==> config.mk <==
export PLATFORM = sky130hd
export DESIGN_NAME = decoder_3x8_flat
export DESIGN_NICKNAME = d
export VERILOG_FILES = /design/src/rtl/decoder_3x8_if.sv /design/src/rtl/decoder_3x8.sv /design/src/flat_wrapper.sv
export SDC_FILE = /design/constraint.sdc
export NUM_CORES = 1
export LEC_CHECK = 0
export CORE_AREA = 2 2 39 41
export CTS_CLUSTER_DIAMETER = 50
export DETAILED_ROUTE_END_ITERATION = 7
export DIE_AREA = 0 0 41 43
export PLACE_DENSITY = 0.49
export RECOVER_POWER = 50
export SLEW_MARGIN = 10
export SYNTH_ARGS = -nofsm -noshare
export SYNTH_HDL_FRONTEND = slang
export SYNTH_SLANG_ARGS = --single-unit
==> constraint.sdc <==
create_clock -name clk -period 0.8 [get_ports clk]
set_input_delay 0.16 -clock clk [delete_from_list [all_inputs] [get_ports clk]]
set_output_delay 0.16 -clock clk [all_outputs]
set_load 0.02 [all_outputs]
==> src/rtl/decoder_3x8_if.sv <==
// Select bus for the 3-to-8 decoder: enable and binary code in, one-hot select out.
interface decoder_3x8_if;
    logic       en;
    logic [2:0] ip;
    logic [7:0] op;

    // Driver of the code (upstream block)
    modport master (
        output en,
        output ip,
        input  op
    );

    // The decoder itself
    modport slave (
        input  en,
        input  ip,
        output op
    );
endinterface

==> src/rtl/decoder_3x8.sv <==
// 3-to-8 one-hot decoder built from a 1-to-2 stage on ip[2] feeding two 2-to-4
// stages on ip[1:0]. The output is optionally registered so downstream blocks
// see a glitch-free select that changes only on the clock edge.
module decoder_3x8 #(
    parameter bit REGISTER_OUTPUT = 1'b1
) (
    input  logic          clk,
    input  logic          rst,
    decoder_3x8_if.slave  bus
);

    // Splits the enable into lower-half (bit 0) and upper-half (bit 1) enables.
    function automatic logic [1:0] dec_1to2(input logic e, input logic s);
        logic [1:0] r;
        r = 2'b00;
        if (e) begin
            r = s ? 2'b10 : 2'b01;
        end
        return r;
    endfunction

    // Quarter decoder; all zero whenever its half is not selected.
    function automatic logic [3:0] dec_2to4(input logic e, input logic [1:0] s);
        logic [3:0] r;
        r = 4'b0000;
        if (e) begin
            case (s)
                2'd0:    r = 4'b0001;
                2'd1:    r = 4'b0010;
                2'd2:    r = 4'b0100;
                default: r = 4'b1000;
            endcase
        end
        return r;
    endfunction

    logic [1:0] half_en;
    logic [7:0] dec;

    // Combinational hierarchical decode; at most one half enable is ever high,
    // so at most one output bit can be high.
    always_comb begin
        half_en = dec_1to2(bus.en, bus.ip[2]);
        dec     = {dec_2to4(half_en[1], bus.ip[1:0]),
                   dec_2to4(half_en[0], bus.ip[1:0])};
    end

    generate
        if (REGISTER_OUTPUT) begin : g_reg
            logic [7:0] op_d;
            logic [7:0] op_q;

            // Next registered value is simply the current decode.
            always_comb begin
                op_d = dec;
            end

            // Output register; reset clears it immediately, dropping any pending decode.
            always_ff @(posedge clk or posedge rst) begin
                if (rst) begin
                    op_q <= 8'h00;
                end else begin
                    op_q <= op_d;
                end
            end

            assign bus.op = op_q;
        end else begin : g_comb
            // The clock has no role in the combinational build.
            logic unused_clk;
            assign unused_clk = clk;

            // Reset still forces an all-zero select in the combinational build.
            always_comb begin
                bus.op = rst ? 8'h00 : dec;
            end
        end
    endgenerate

endmodule

==> src/flat_wrapper.sv <==
// flat-port wrapper written by rule: the top's interface ports become plain ports
module decoder_3x8_flat 
#(
    parameter bit REGISTER_OUTPUT = 1'b1
)
  (clk, rst, bus_en, bus_ip, bus_op);
  decoder_3x8_if bus_i ();
  input  logic clk;
  input  logic rst;
  input wire logic [$bits(bus_i.en)-1:0] bus_en;
  input wire logic [$bits(bus_i.ip)-1:0] bus_ip;
  output wire logic [$bits(bus_i.op)-1:0] bus_op;
  assign bus_i.en = bus_en;
  assign bus_i.ip = bus_ip;
  assign bus_op = bus_i.op;
  decoder_3x8 #(.REGISTER_OUTPUT(REGISTER_OUTPUT)) u_core (.clk(clk), .rst(rst), .bus(bus_i));
endmodule
# Yosys cells after proc, flatten, opt, wreduce, memory -nomap -nowiden
# Index checks and enable logic that the tools add are counted.
classes:
  n_eq_ne: 2
  muxes: 5
  n_reduce_logical: 1
ops:
  columns: ["cell", "count"]
  rows:
  - ["case mux 4 bit (3 select lines)", 1]
  - ["two-way mux 4 bit", 2]
  - ["two-way mux 2 bit", 2]
  - ["== test 2 x 1 -> 1 bit, second input constant", 1]
  - ["== test 2 bit, second input constant", 1]
  - ["zero test 2 bit", 1]
totals:
  input_bits: 6
  regBits: 8
  elab_cells: 9

# Depth between registers and ports, before layout
depth:
  word_depth: 3
  ltp_mapped: 1
  depth_no_buf: 1

# Least setup slack after synthesis
# Ideal clock, no wire load.
synth_timing:
  kind: "reg2out"
  start: "register u_core.g_reg.op_q[0] (netlist: u_core.bus.op[0])"
  end: "output port bus_op[0]"
  n_path_buf: 0
  setup_slack_ns: 0.224
  stages_incl_launch_ff: 1
  t_required_ns: 0.640
  arrival_time_ns: 0.416
  cell_sequence: "dfrtp_1"
synth_rtl:
  columns: ["item", "line", "source"]
  rows:
  - ["start, declared", "decoder_3x8.sv:51", "logic [7:0] op_q;"]
  - ["start signal, assigned", "decoder_3x8.sv:63", "op_q <= op_d;"]
  - ["end, declared", "flat_wrapper.sv:12", "output wire logic [$bits(bus_i.op)-1:0] bus_op;"]
# No word-level cell between the ends.

# Worst setup path after layout
layout_timing:
  start: "register u_core.g_reg.op_q[0] (netlist: u_core.bus.op[0])"
  end: "output port bus_op[0]"
# No word-level cell between the ends.

==> reports/qor.csv <==
metric,value,unit
outcome,"complete, but fails checks",
failing checks,negative setup slack,
fin nets,41,
Starting Density,21.70,%
setup_tns,-0.7900,ns
Max Cap Viol,0,
drt via density,4.224,
H-Tree Depth,1,
cts bufs inserted,3,
fillers,143,
CP Launch Type,register,
Remaining DRCs,0,
final hold vios,0,
RSZ-0062 raised after global routing,yes,
largest net degree at the start of global routing,9,
"Seq/Total Area, Yosys",66.67,%
I/O pins,14,
crit path capture,bus_op[0],
#FFs+latches synth,8,
synth-to-layout area growth,63.33,%
FF+latch area,200.2,um2
final worst-path cycle share,113.3,%
measured slew at the worst slew-check pin,0.2705,ns
I/O Buffers,13,
dominant cell type by area after synthesis,dfrtp_1,
syn avg cell area,17.66,um2
CP Cell Sequence,buf_6,
Routed Antenna Nets,0,
fmax,1103,MHz
Hold WC Path Type,input pin to register,
Yosys top cell area share,66.67,%
hold path start,bus_en,
Crit path buffers/inverters,1,
cell count along the critical path,1,
drt pass-1 iters,2,
post-layout min period,0.9064,ns
GPL Wtd Cong,0.6852,
Largest register FFs,8,
Worst Setup SP,u_core.bus.op[0],
Synth Net Count,23,
CTS tree,yes,
layout cell share with drive strength beyond 1,57.58,%
die area,1763,um2
synth top area cells,"dfrtp_1 67%, and4bb_2 13%, and4b_2 11%",
Worst Path Max Fanout,1,
vias in the first global route,201,
Peak supply drop,0.0004501,V
Cell Rows,14,
crit end category,output port,
"Slowest-stage cell, CP",dfrtp_1,
worst setup slack after layout,-0.1064,ns
initial antenna violation count,0,
CTS Buffer Depth,2,
Die H,43,um
crit path kind,register to output port,
Critical Path RT,0.64,ns
worst hold slack,0.2803,ns
post-synthesis cell count,17,
WL/cell,9.714,um
"Setup violations, final",8,
multi-input logic area,105.1,um2
P_leak,0.2500,nW
max-slew violation count,0,
library cells used by synthesis,6,
GRT Total Usage,8.528,%
pwr/cell area,1637,nW/um2
core area,1384,um2
"slowest stage delay, CP",0.37,ns
hold path depth,2,
routed via count,207,
most frequent cells in the layout,"8 x buf_6, 8 x dfrtp_1",
final wirelength,476,um
hold-fix buffer count after cts,0,
CTS sink cnt,8,
Worst-path clk slew,0.05,ns
max_slew headroom,81.95,%
Root Buffer,clkbuf_4,
Post-CTS Setup Bufs,0,
first-pass GRT wire length,883,um
Die Width,41,um
Syn. warnings,0,
ant diodes,0,
critical path arrival,0.75,ns
grt ovf,0,
Post-Synthesis Cell Area,300.3,um2
1st-iter DRT viols,3,
Top delay family on crit path,flip-flops,
==> worst min path at each step <==
stage	endpoint	slack, ns
5_1_grt	u_core.bus.op[1]	0.30
2_1_floorplan	u_core.bus.op[0]	-0.02
3_5_place_dp	u_core.bus.op[0]	0.41
3_3_place_gp	u_core.bus.op[1]	0.41
6_report	u_core.bus.op[0]	0.28
4_1_cts	u_core.bus.op[0]	0.15
==> cell type report <==
type,instances,area share [%]
clock buffers,3,4.592
multi-input cells,8,21.43
inverters,1,0.7653
repair buffers,13,28.32
well taps,16,4.082
flip-flops and latches,8,40.82
==> power by group <==
group / leakage [nW] / switching [mW] / total [mW] / internal (mW)
Clock: 0.0138 / 0.116 / 0.287 / 0.170
Combinational: 0.126 / 0.0464 / 0.0958 / 0.0494
Sequential: 0.110 / 0.00453 / 0.420 / 0.416
Total: 0.250 / 0.167 / 0.803 / 0.636
==> metal layers <==
metal | GRT usage (%) | vias to the layer above | routed length (um)
met3 | 3.141 | 0 | 44
met2 | 8.750 | 10 | 245
met4 | 12.00 | 0 | 0
li1 | - | 99 | -
met1 | 10.67 | 98 | 186
met5 | 0 | - | 0
==> logic make-up (layout without fill, tap and decap cells) <==
| logic type | count (synthesis) | in the layout | synth area share (%) |
|---|---|---|---|
| buffers and inverters | 1 | 17 | 1.249 |
| flip-flops | 8 | 8 | 66.67 |
| AND/OR/NAND/NOR | 8 | 8 | 32.08 |
==> through the flow <==
stage	util, %	setup WS (ns)	power (mW)	instance area (um2)	cells
after floorplan	-	0.2240	0.4606	300.3	17
after global routing	35.44	-0.1486	0.8713	490.5	49
after detailed placement	32.55	-0.3399	0.5224	450.4	46
final	35.44	-0.1064	0.8029	490.5	49
after CTS	34.63	-0.1218	0.8176	479.2	49
after global placement	32.55	-0.3205	0.5205	450.4	46
==> synth_stat cells <==
master	n
and4bb_2	3
dfrtp_1	8
inv_1	1
and4b_2	3
nor4b_2	1
and4_2	1
==> what timing repair did <==
item / 4_1_cts / 5_1_grt
pin swaps: 0 / 0
gates resized for setup: 51 / 2
endpoints found under the setup margin: 16 / 16
(Power assumes the default switching activity.)
